File: src/rtl/am2901_useq.sv
`default_nettype none
// +----------------------------------------------------------------------------+
// | am2901_useq : next-microaddress sequencer (uPC, loop counter R, stack)     |
// | Option macro: AM2901_USEQ_STACK_ERR_EN adds sticky stack_err output.       |
// | Rev 1.0                                                                    |
// +----------------------------------------------------------------------------+
module am2901_useq #(
  parameter int AW          = 12,
  parameter int STACK_DEPTH = 5
) (
  input  logic          clk,
  input  logic          reset,
  input  logic [2:0]    i,
  input  logic          cc_n,
  input  logic          ccen_n,
  input  logic [AW-1:0] d,
  input  logic          rld_n,
  output logic [AW-1:0] y,
  output logic          pl_n,
  output logic          map_n,
  output logic          full_n,
  output logic          empty
`ifdef AM2901_USEQ_STACK_ERR_EN
  ,
  output logic          stack_err
`endif
);

  localparam int SPW = $clog2(STACK_DEPTH + 1);
  localparam int IW  = $clog2(STACK_DEPTH);
  localparam logic [SPW-1:0] c_sp_full = SPW'(STACK_DEPTH);
  localparam logic [IW-1:0]  c_top_idx = IW'(STACK_DEPTH - 1);

  typedef enum logic [2:0] {
    OP_JZ   = 3'd0,
    OP_CJS  = 3'd1,
    OP_JMAP = 3'd2,
    OP_CJP  = 3'd3,
    OP_PUSH = 3'd4,
    OP_RFCT = 3'd5,
    OP_CRTN = 3'd6,
    OP_CONT = 3'd7
  } op_e;

  logic [AW-1:0]  r_upc;
  logic [AW-1:0]  r_cnt;
  logic [SPW-1:0] r_sp;
  logic [AW-1:0]  r_stack [STACK_DEPTH];

  logic           w_pass;
  logic           w_full;
  logic           w_empty;
  logic [IW-1:0]  w_tos_idx;
  logic [IW-1:0]  w_wr_idx;
  logic [AW-1:0]  w_tos;
  logic           w_push;
  logic           w_pop;
  logic           w_clr_sp;
  logic           w_dec;
  logic           w_ld;

  assign w_pass    = ccen_n | ~cc_n;
  assign w_full    = (r_sp == c_sp_full);
  assign w_empty   = (r_sp == '0);
  assign w_tos_idx = IW'(r_sp - 1'b1);
  // A push into a full stack overwrites the top entry rather than spilling.
  assign w_wr_idx  = w_full ? c_top_idx : IW'(r_sp);
  assign w_tos     = w_empty ? '0 : r_stack[w_tos_idx];
  assign w_ld      = ~rld_n | ((i == OP_PUSH) & w_pass);
  assign full_n    = ~w_full;
  assign empty     = w_empty;

  always_comb begin
    y        = r_upc;
    pl_n     = 1'b0;
    map_n    = 1'b1;
    w_push   = 1'b0;
    w_pop    = 1'b0;
    w_clr_sp = 1'b0;
    w_dec    = 1'b0;
    case (i)
      OP_JZ: begin
        y        = '0;
        w_clr_sp = 1'b1;
      end
      OP_CJS: begin
        if (w_pass) begin
          y      = d;
          w_push = 1'b1;
        end
      end
      OP_JMAP: begin
        y     = d;
        pl_n  = 1'b1;
        map_n = 1'b0;
      end
      OP_CJP: begin
        if (w_pass) y = d;
      end
      OP_PUSH: w_push = 1'b1;
      OP_RFCT: begin
        if (r_cnt != '0) begin
          y     = w_tos;
          w_dec = 1'b1;
        end else begin
          w_pop = 1'b1;
        end
      end
      OP_CRTN: begin
        if (w_pass) begin
          y     = w_tos;
          w_pop = 1'b1;
        end
      end
      default: ;
    endcase
    if (reset) begin
      y     = '0;
      pl_n  = 1'b0;
      map_n = 1'b1;
    end
  end

  always_ff @(posedge clk) begin
    if (reset) begin
      r_upc <= '0;
      r_cnt <= '0;
      r_sp  <= '0;
    end else begin
      r_upc <= y + 1'b1;
      if (w_ld)       r_cnt <= d;
      else if (w_dec) r_cnt <= r_cnt - 1'b1;
      if (w_clr_sp)                r_sp <= '0;
      else if (w_push && !w_full)  r_sp <= r_sp + 1'b1;
      else if (w_pop && !w_empty)  r_sp <= r_sp - 1'b1;
    end
  end

  always_ff @(posedge clk) begin
    if (!reset && w_push) r_stack[w_wr_idx] <= r_upc;
  end

`ifdef AM2901_USEQ_STACK_ERR_EN
  logic r_stack_err;
  assign stack_err = r_stack_err;

  always_ff @(posedge clk) begin
    if (reset || (i == OP_JZ))                        r_stack_err <= 1'b0;
    else if ((w_push && w_full) || (w_pop && w_empty)) r_stack_err <= 1'b1;
  end
`endif

endmodule
`default_nettype wire

File: config.mk
export PLATFORM = sky130hd
export DESIGN_NAME = am2901_useq
export DESIGN_NICKNAME = d
export VERILOG_FILES = /design/src/rtl/am2901_useq.sv
export SDC_FILE = /design/constraint.sdc
export NUM_CORES = 1
export LEC_CHECK = 0
export CELL_PAD_IN_SITES_DETAIL_PLACEMENT = 0
export CELL_PAD_IN_SITES_GLOBAL_PLACEMENT = 1
export CORE_UTILIZATION = 45
export CTS_BUF_LIST = sky130_fd_sc_hd__clkbuf_16
export CTS_CLUSTER_DIAMETER = 50
export DETAILED_ROUTE_END_ITERATION = 16
export PLACE_DENSITY = 0.84
export SLEW_MARGIN = 0
export SYNTH_ARGS = -nofsm -noshare
export SYNTH_HDL_FRONTEND = slang
export SYNTH_SLANG_ARGS = --single-unit
File: constraint.sdc
create_clock -name clk -period 3.9 [get_ports clk]
set_input_delay 0.78 -clock clk [delete_from_list [all_inputs] [get_ports clk]]
set_output_delay 0.78 -clock clk [all_outputs]
set_load 0.01 [all_outputs]
# [Word level (Yosys, flattened, before mapping)]
# Memory sizes are Yosys's and may differ from the RTL's.
# Index checks and enable logic that the tools add are counted.
[word_totals] ff_bits=27 latchBits=0 ram_bits=60 mem_bits_ro=0 inputBits=20 out_inout_bits=16 elab_cells=58 n_memories=1
[mem_list] name="r_stack" depth=5 word_bits=12 read_ports=1 rd_clocked_by_memory_dff=0 wr=1 line="48" source="logic [AW-1:0] r_stack [STACK_DEPTH];"
[op_classes] n_addsub=4 multipliers=0 n_div=0 order_cmp=0 eq_ne=7 shift=0 n_mux=24 bitwise=6 reduce_logical=13
[op_table] op="two-way mux 12 bit" count=7
[op_table] op="one-hot mux 12 bit (5 select lines)" count=1
[op_table] op="adder 12 x 1 -> 12 bit, second input constant" count=1
[op_table] op="equality test 3 bit, second input constant" count=4
[op_table] op="nonzero test 12 bit" count=1
[op_table] op="subtractor 12 x 1 -> 12 bit, second input constant" count=1
[op_table] op="two-way mux 1 bit" count=11
[op_table] op="two-way mux 3 bit" count=3
[op_table] op="equality test 3 x 2 -> 1 bit, second input constant" count=2
[op_table] op="logical NOT 3 bit" count=2
[op_table] op="one-hot mux 1 bit (2 select lines)" count=2
[op_table] op="nonzero test 2 bit" count=2
[op_table] op="OR reduction 2 bit" count=2
[op_table] op="adder 3 x 1 -> 3 bit, second input constant" count=1
[op_table] op="equality test 3 x 1 -> 1 bit, second input constant" count=1
[op_table] op="logical AND 1 bit" count=3
[op_table] op="logical NOT 1 bit" count=3
[op_table] op="NOT 1 bit" count=3
[op_table] op="subtractor 3 x 1 -> 3 bit, second input constant" count=1
[op_table] op="OR 1 bit" count=2
[op_table] op="AND 1 bit" count=1

# [Logic depth before layout (Yosys ltp)]
# Gate-level depths: netlist of run 1.
[depth] depth_word=7 ltp_mapped=14 depth_no_buf=12

# [Worst setup path before layout of run 1]
# No wires, ideal clock.
[synth_timing] path_kind="flip-flop to output port" start="register r_sp[0]" end="output y[6]" t_arrival_ps=2846 t_required_ps=3120 slack_ps=274 stages_incl_launch_ff=10 path_buffers=3 cell_sequence="dfxtp_1 -> buf_6 -> buf_6 -> inv_1 -> ha_1 -> clkbuf_1 -> mux4_2 -> mux2_2 -> a222oi_1 -> nor2_1"
[synth_via] elab_chain_cells=6 word_cells_on_any_way=8 cone_classes="add/sub: 1; mux: 5; reduce/logical: 1; memory: 1"
[synth_rtl] element="start: declaration" line="47" source="logic [SPW-1:0] r_sp;"
[synth_rtl] element="start signal: assignment" line="134" source="else if (w_push && !w_full) r_sp <= r_sp + 1'b1;"
[synth_rtl] element="start signal: assignment" line="135" source="else if (w_pop && !w_empty) r_sp <= r_sp - 1'b1;"
[synth_rtl] element="subtractor 3 x 1 -> 3 bit" line="65" source="assign w_tos_idx = IW'(r_sp - 1'b1);"
[synth_rtl] element="memory read (5 x 12 bit)"
[synth_rtl] element="two-way mux 12 bit (*)" line="68" source="assign w_tos = w_empty ? '0 : r_stack[w_tos_idx];"
[synth_rtl] element="two-way mux 12 bit (on tied branches)" line="110, 102"
[synth_rtl] element="one-hot mux 12 bit (5 select lines) (*)" line="81" source="case (i)"
[synth_rtl] element="two-way mux 12 bit (*)" line="117" source="if (reset) begin"
[synth_rtl] element="end: declaration" line="18" source="output logic [AW-1:0] y,"
# Mark *: on every way between the ends. The rest lies on a longest branch, timed or not.

# [Worst setup path after layout of run 1]
[layout_timing] start="input i[0]" end="output y[7]"
[layout_via] elab_chain_cells=4 word_cells_on_any_way=9 cone_classes="eq/ne: 5; mux: 2; reduce/logical: 2"
[layout_rtl] element="start: declaration" line="13" source="input logic [2:0] i,"
[layout_rtl] element="equality test 3 x 2 -> 1 bit or equality test 3 x 1 -> 1 bit (tied branches)" line="81"
[layout_rtl] element="OR reduction 2 bit (no line)"
[layout_rtl] element="one-hot mux 12 bit (5 select lines) (*)" line="81"
[layout_rtl] element="two-way mux 12 bit (*)" line="117"
# Marked as above.

==> flow_summary.toml, run 1 <==
[die]
core_region_area_um2 = 8720
design.die.area_um2 = 9400
row_count = 34
die_y_um = 96.9
start_util_pct = 46.5
die-width_um = 96.9
ios = 36

[finish]
drive_above_1_share_pct = 23.7
area_growth_pct = 24.7
n_antenna_cell = 0
finish.instance_area_um2 = 5060
layout.nets = 396
final_cells = 483

[timing]
tightest_slew_ns = 0.808
finalHoldViolations = 0
max_freq_mhz = 262
slew_headroom_pct = 46.1
skew_ns = 0.0100
setup_viol = 0
drv_slew = 0
fin_crit_ns = 3.82
final.setup.tns_ns = 0
worst_hold_slack_ns = 0.538
fin_crit_sh_pct = 98.0

[logic_synthesis]
ys_warn_count = 0
synth_top_area_share_pct = 44.4
synth_edf_count = 60
synth_ff_type = "edfxtp_1"
synth.most_common_cell = "edfxtp_1"
synth_commonest_cells = "edfxtp_1, nor2_1, dfxtp_1, nor3_1"
synthDistinctLibCells = 52
syn_avg_cell_area_um2 = 13.3
seq_area_frac_synth_pct = 57.8
yosys.area.top_type = "edfxtp_1"
netlist_instances = 306
synth_seq_cells = 87
synth_area_leaders = "edfxtp_1, dfxtp_1, mux4_2, nor2_1, mux2_2"
synthesis.nets = 332
async_flop_share_pct = 0
syn_area_um2 = 4060

[worst_setup_path]
cp-start-kind = "input port"
r2r-start = "r_sp[1]$_SDFFE_PP0P_"
crit_start = "i[0]"
cp-end-kind = "output pin"
critical_path_class = "input port to output pin"
cpPeakStageDelay_ns = 0.50
r2r_slack_ns = 0.69
cp_data_required_time_ns = 3.12
r2r-end = "r_upc[10]$_SDFF_PP0_"
crit_chain = "clkdlybuf4s50_1 > nand2b_1 > buf_4 > o22ai_2 > o32ai_4 > buf_12 > a222oi_1 > nor2_1 > clkdlybuf4s50_1"
worst_path_most_repeated_cell = "clkdlybuf4s50_1"
cp-endpoint = "y[7]"
arrival_ns = 3.04
reg2regPathDepth = 13
worstPathMaxFanout = 7
cp_slowest_cell = "clkdlybuf4s50_1"

[drt]
drcViolationCount = 0
drt-wirelength-per-cell_um = 18.5
via_per_inst = 5.71
vias = 2758
postRouteAntennaNets = 0
wirelength_mm = 8.95
drtIter0Drc = 238
firstDrtPassIters = 6

[min_path]
hp-class = "flip-flop to flip-flop"

[grt]
grt.total_usage_pct = 19.3
grt_pass1_wl_mm = 13.9
gr-total-overflow = 0
grt_pass1_vias = 2649
antenna_found_initial = 0
grt_max_degree = 28

[power_and_ir_drop]
pwr-share-comb_pct = 13.3
p_leak_nw = 1.75
peakVddDrop_v = 0.000315
pwr-share-clk_pct = 38.8
p_sw_share_pct = 25.7
seq_power_share_pct = 47.9
p_switching_w = 0.000558
p_int_w = 0.00162
powerDensity_nw_per_um2 = 430
total_power_w = 0.00217

[placement]
hpwlAfterDp_mm = 6.28
post_dp_cell_area_um2 = 4670
portBuffers = 35
dp_cells = 462
routabilityCongestion = 0.861

[clock_tree]
cts_max_path_buffers = 2
cts-root-buf = "clkbuf_16"
ctsHtreeMaxLevel = 3
clk-insertion-delay-late_ns = 0.34
cts_tree = "built"
numCtsBuffers = 9
holdBufCountCts = 0
clk_pin_slew_ns = 0.07
cts_sinks = 87

[status]
status = "completed"

[job]
drv_cap = 0
[final cells by class]
type	count	area (um2)
clock buffers	9	225
clock inverters	7	75.1
fillers	680	3660
inverters	8	30.0
multi-input cells	195	1630
flip-flops and latches	87	2340
well taps	108	135
repair buffers	69	623
[cell families (layout without fill, tap and decap cells)]
group,Yosys count,after routing,share of synthesized area [%]
buf+inv,24,93,3.15
xor+xnor,15,15,3.24
flops,87,87,57.8
fa+ha+maj,6,6,1.85
mux,29,29,11.4
compound gates,46,46,9.41
simple gates,99,99,13.1
[worst max-delay path: cells and delay by family]
family / cells / cell delay (ns)
AOI/OAI and AO/OA: 3 / 0.66
buffers and inverters: 4 / 1.28
and+or+nand+nor: 2 / 0.32
[power groups by stage]
stage	clock network, W	logic, W	registers (W)
final	0.000843	0.000290	0.00104
after global placement	0	0.000271	0.00106
after detailed placement	0	0.000275	0.00106
after global routing	0.000884	0.000313	0.00104
after CTS	0.000851	0.000280	0.00104
after floorplan	0	0.000170	0.00105
[timing repair]
item | 4_1_cts | 5_1_grt
pin swaps | 2 | 5
setup buffers | 1 | 4
gates resized for setup | 5 | 7
endpoints found under the setup margin | 11 | 11
[flip-flops by register name (all words and copies together), names as in the netlist]
name	cells
r_sp	3
r_cnt	12
r_stack	60
r_upc	12
[worst min path at each step]
stage	startpoint	endpoint	slack, ns	cells after the start
after floorplan	r_upc[1]$_SDFF_PP0_	r_stack[0][1]$_DFFE_PP_	0.48	0
after global placement	r_upc[0]$_SDFF_PP0_	r_stack[1][0]$_DFFE_PP_	0.52	0
after detailed placement	r_upc[3]$_SDFF_PP0_	r_stack[1][3]$_DFFE_PP_	0.53	0
after CTS	r_upc[3]$_SDFF_PP0_	r_stack[1][3]$_DFFE_PP_	0.54	0
after global routing	r_upc[10]$_SDFF_PP0_	r_stack[0][10]$_DFFE_PP_	0.54	0
final	r_upc[10]$_SDFF_PP0_	r_stack[0][10]$_DFFE_PP_	0.54	0
[metrics by stage]
stage          worst slack (ns)  util, %
2_1_floorplan             0.274        -
3_3_place_gp            -0.0166     53.6
3_5_place_dp             -0.103     53.6
4_1_cts                 0.00865     57.2
5_1_grt                 -0.0524     58.0
6_report                 0.0784     58.0
[layout by cell type (no fill, tap or decap), types with 2 or more instances in the layout]
| master | Yosys | layout |
|---|---|---|
| clkinv_4 | 0 | 2 |
| a22oi_1 | 2 | 2 |
| mux4_2 | 12 | 12 |
| or3_1 | 2 | 2 |
| buf_4 | 1 | 32 |
| nand2b_1 | 4 | 4 |
| mux2_2 | 12 | 12 |
| ha_1 | 6 | 5 |
| o21ai_0 | 3 | 2 |
| nor2b_1 | 9 | 8 |
| nor3b_1 | 2 | 2 |
| dfxtp_1 | 27 | 27 |
| clkbuf_16 | 0 | 9 |
| nand3b_1 | 2 | 2 |
| clkdlybuf4s50_1 | 0 | 33 |
| o21a_1 | 4 | 3 |
| a211oi_1 | 12 | 12 |
| a222oi_1 | 11 | 11 |
| xnor2_1 | 9 | 8 |
| inv_1 | 8 | 8 |
| nor3_1 | 14 | 14 |
| nor2_1 | 36 | 36 |
| xor2_1 | 6 | 6 |
| nand2_1 | 10 | 10 |
| a21oi_1 | 6 | 6 |
| edfxtp_1 | 60 | 60 |
| nor4_1 | 5 | 5 |
| inv_8 | 0 | 3 |
| o31a_1 | 2 | 2 |
| mux2_1 | 3 | 3 |
[per-layer routing]
layer	vias to the layer above	GRT usage, %	wire length, um
li1	1304	-	-
met1	1345	26.3	3850
met2	99	31.9	4470
met3	10	2.24	500
met4	0	7.35	133
met5	-	0	0
Power figures use the tool's default switching activity.
==> inputs of run 2 (changes only) <==
Settings changed: CORE_UTILIZATION 45 to 47, PLACE_DENSITY 0.84 to 0.87, SLEW_MARGIN 0 to not set.
==> run 2 against run 1 <==
Clock power hardly changed. Design area fell by 0.62%. Die area down 4.2%. Final cell count fell by 1.4%. Via count decreased by 0.44%. First-iteration DRC count is 2.1% higher. Count of clock-buffer cells in the layout unchanged. Global-route usage rose by 2.0 points. Routed wire length decreased by 1.5%. Clock skew is 0.00054 ns lower. Hold slack worse by 0.013 ns. Register-to-register slack lost 0.07 ns. Largest power group unchanged.
==> flow_summary.toml, run 2 (synthesis results as in run 1) <==
[status]
status = "completed"

[die]
die_y_um = 94.9
die-width_um = 94.9
start_util_pct = 48.9
core_region_area_um2 = 8300
row_count = 33
design.die.area_um2 = 9000
ios = 36

[placement]
hpwlAfterDp_mm = 6.26
portBuffers = 35
routabilityCongestion = 0.863
post-place-ws_ns = 0.00467

[drt]
firstDrtPassIters = 6
wirelength_mm = 8.82
postRouteAntennaNets = 0
drtIter0Drc = 243
drt-wirelength-per-cell_um = 18.5
via_per_inst = 5.77
drcViolationCount = 0
vias = 2746

[timing]
fin_crit_ns = 3.79
skew_ns = 0.00948
final.setup.tns_ns = 0
tightest_slew_ns = 0.769
finalHoldViolations = 0
max_freq_mhz = 264
slew_headroom_pct = 48.7
rsz0062_at_grt = "false"
setup_viol = 0
setup_ws_ns = 0.110
fin_crit_sh_pct = 97.2
drv_slew = 0

[clock_tree]
numCtsBuffers = 9
cts_max_path_buffers = 2
cts-root-buf = "clkbuf_16"
clk_pin_slew_ns = 0.07
cts_sinks = 87
clk-insertion-delay-late_ns = 0.34
holdBufCountCts = 0
ctsHtreeMaxLevel = 3
cts_tree = "built"

[grt]
grt_pass1_wl_mm = 13.8
grt_pass1_vias = 2590
antenna_found_initial = 0
grt_max_degree = 24
gr-total-overflow = 0
grt.total_usage_pct = 21.3

[worst_setup_path]
r2r_slack_ns = 0.62
worstPathMaxFanout = 12
cp-start-kind = "input port"
crit_start = "i[2]"
cp_data_required_time_ns = 3.12
r2r-start = "r_cnt[4]$_SDFFE_PP0P_"
critical_path_class = "input port to output pin"
cp-end-kind = "output pin"
arrival_ns = 3.01

[finish]
fin_util_pct = 60.6
top_register = "r_stack"
drive_above_1_share_pct = 22.9
seq_area_um2 = 2340
largest_register_ffs = 60
layout_common_cells = "edfxtp_1, nor2_1, clkdlybuf4s50_1"
n_antenna_cell = 0
fillCellCount = 637
layout.cells.most_common = "edfxtp_1"
area_growth_pct = 23.9
largestRegisters = "r_stack (60), r_cnt (12), r_upc (12)"
layout.nets = 392
multi_input_area_um2 = 1610

[job]
drv_cap = 0

[power_and_ir_drop]
p_int_w = 0.00161
p_sw_share_pct = 25.7
powerDensity_nw_per_um2 = 432
peakVddDrop_v = 0.000252
pwr-share-comb_pct = 12.9
seq_power_share_pct = 48.1
pwr-share-clk_pct = 39.0
p_leak_nw = 1.73
p_switching_w = 0.000558

[min_path]
hp-class = "flip-flop to flip-flop"
min_from = "r_upc[5]$_SDFF_PP0_"
## run 2: changes by cell type in the layout (fill, tap and decap cells not counted), sizes merged
cell | previous run | this run
clkdlybuf4s50 | 33 | 34
inv | 11 | 10
buf | 34 | 30
clkinv | 3 | 4
dlygate4sd2 | 1 | 0
## run 2: final timing paths
check / endpoint / depth (start not counted)
min: r_stack[0][5]$_DFFE_PP_ / 0
max reg2reg: r_upc[8]$_SDFF_PP0_ / 8
min reg2reg: r_stack[0][5]$_DFFE_PP_ / 0
max: y[1] / 6
## run 2: worst max-delay path, stage by stage
cell             delay, ns
clkdlybuf4s50_1       0.61
nand3b_4              0.14
o32ai_4               0.49
a22oi_1               0.23
a21oi_2               0.21
clkdlybuf4s50_1       0.55
## run 2: layer usage
layer / GRT usage, % / routed length [um] / share of wire (%)
met5: 0 / 0 / 0
met4: 7.32 / 120 / 1.4
met1: 29.5 / 3840 / 44
met3: 4.83 / 600 / 6.8
met2: 33.0 / 4260 / 48
## run 2: per-stage QoR
step	cells	power, W	instance area, um2	hold slack (ns)
finish	476	0.00217	5030	0.525
detailed placement	457	0.00133	4670	0.521
global route	476	0.00224	5030	0.539
floorplan	306	0.00122	4060	0.478
global placement	457	0.00133	4670	0.510
CTS	474	0.00217	4990	0.525
## run 2: what timing repair did
action / CTS / global route
setup endpoints to repair: 6 / 11
gates cloned: 0 / 0
pin swaps: 2 / 3
resized for setup: 2 / 6
setup buffers: 1 / 2
## run 2: area by class of cell
| type | instances | area share [%] |
|---|---|---|
| inverter | 8 | 0.597 |
| sequential | 87 | 46.6 |
| multi-input combinational | 195 | 32.1 |
| clock buffer | 9 | 4.48 |
| tap | 105 | 2.61 |
| timing repair buffer | 65 | 12.0 |
| clock inverter | 7 | 1.59 |
## run 2: power groups by stage
stage	clock, W	sequential [W]	combinational [W]
after global routing	0.000888	0.00105	0.000305
after detailed placement	0	0.00106	0.000270
after floorplan	0	0.00105	0.000170
after CTS	0.000855	0.00104	0.000276
final	0.000845	0.00104	0.000281
after global placement	0	0.00106	0.000267
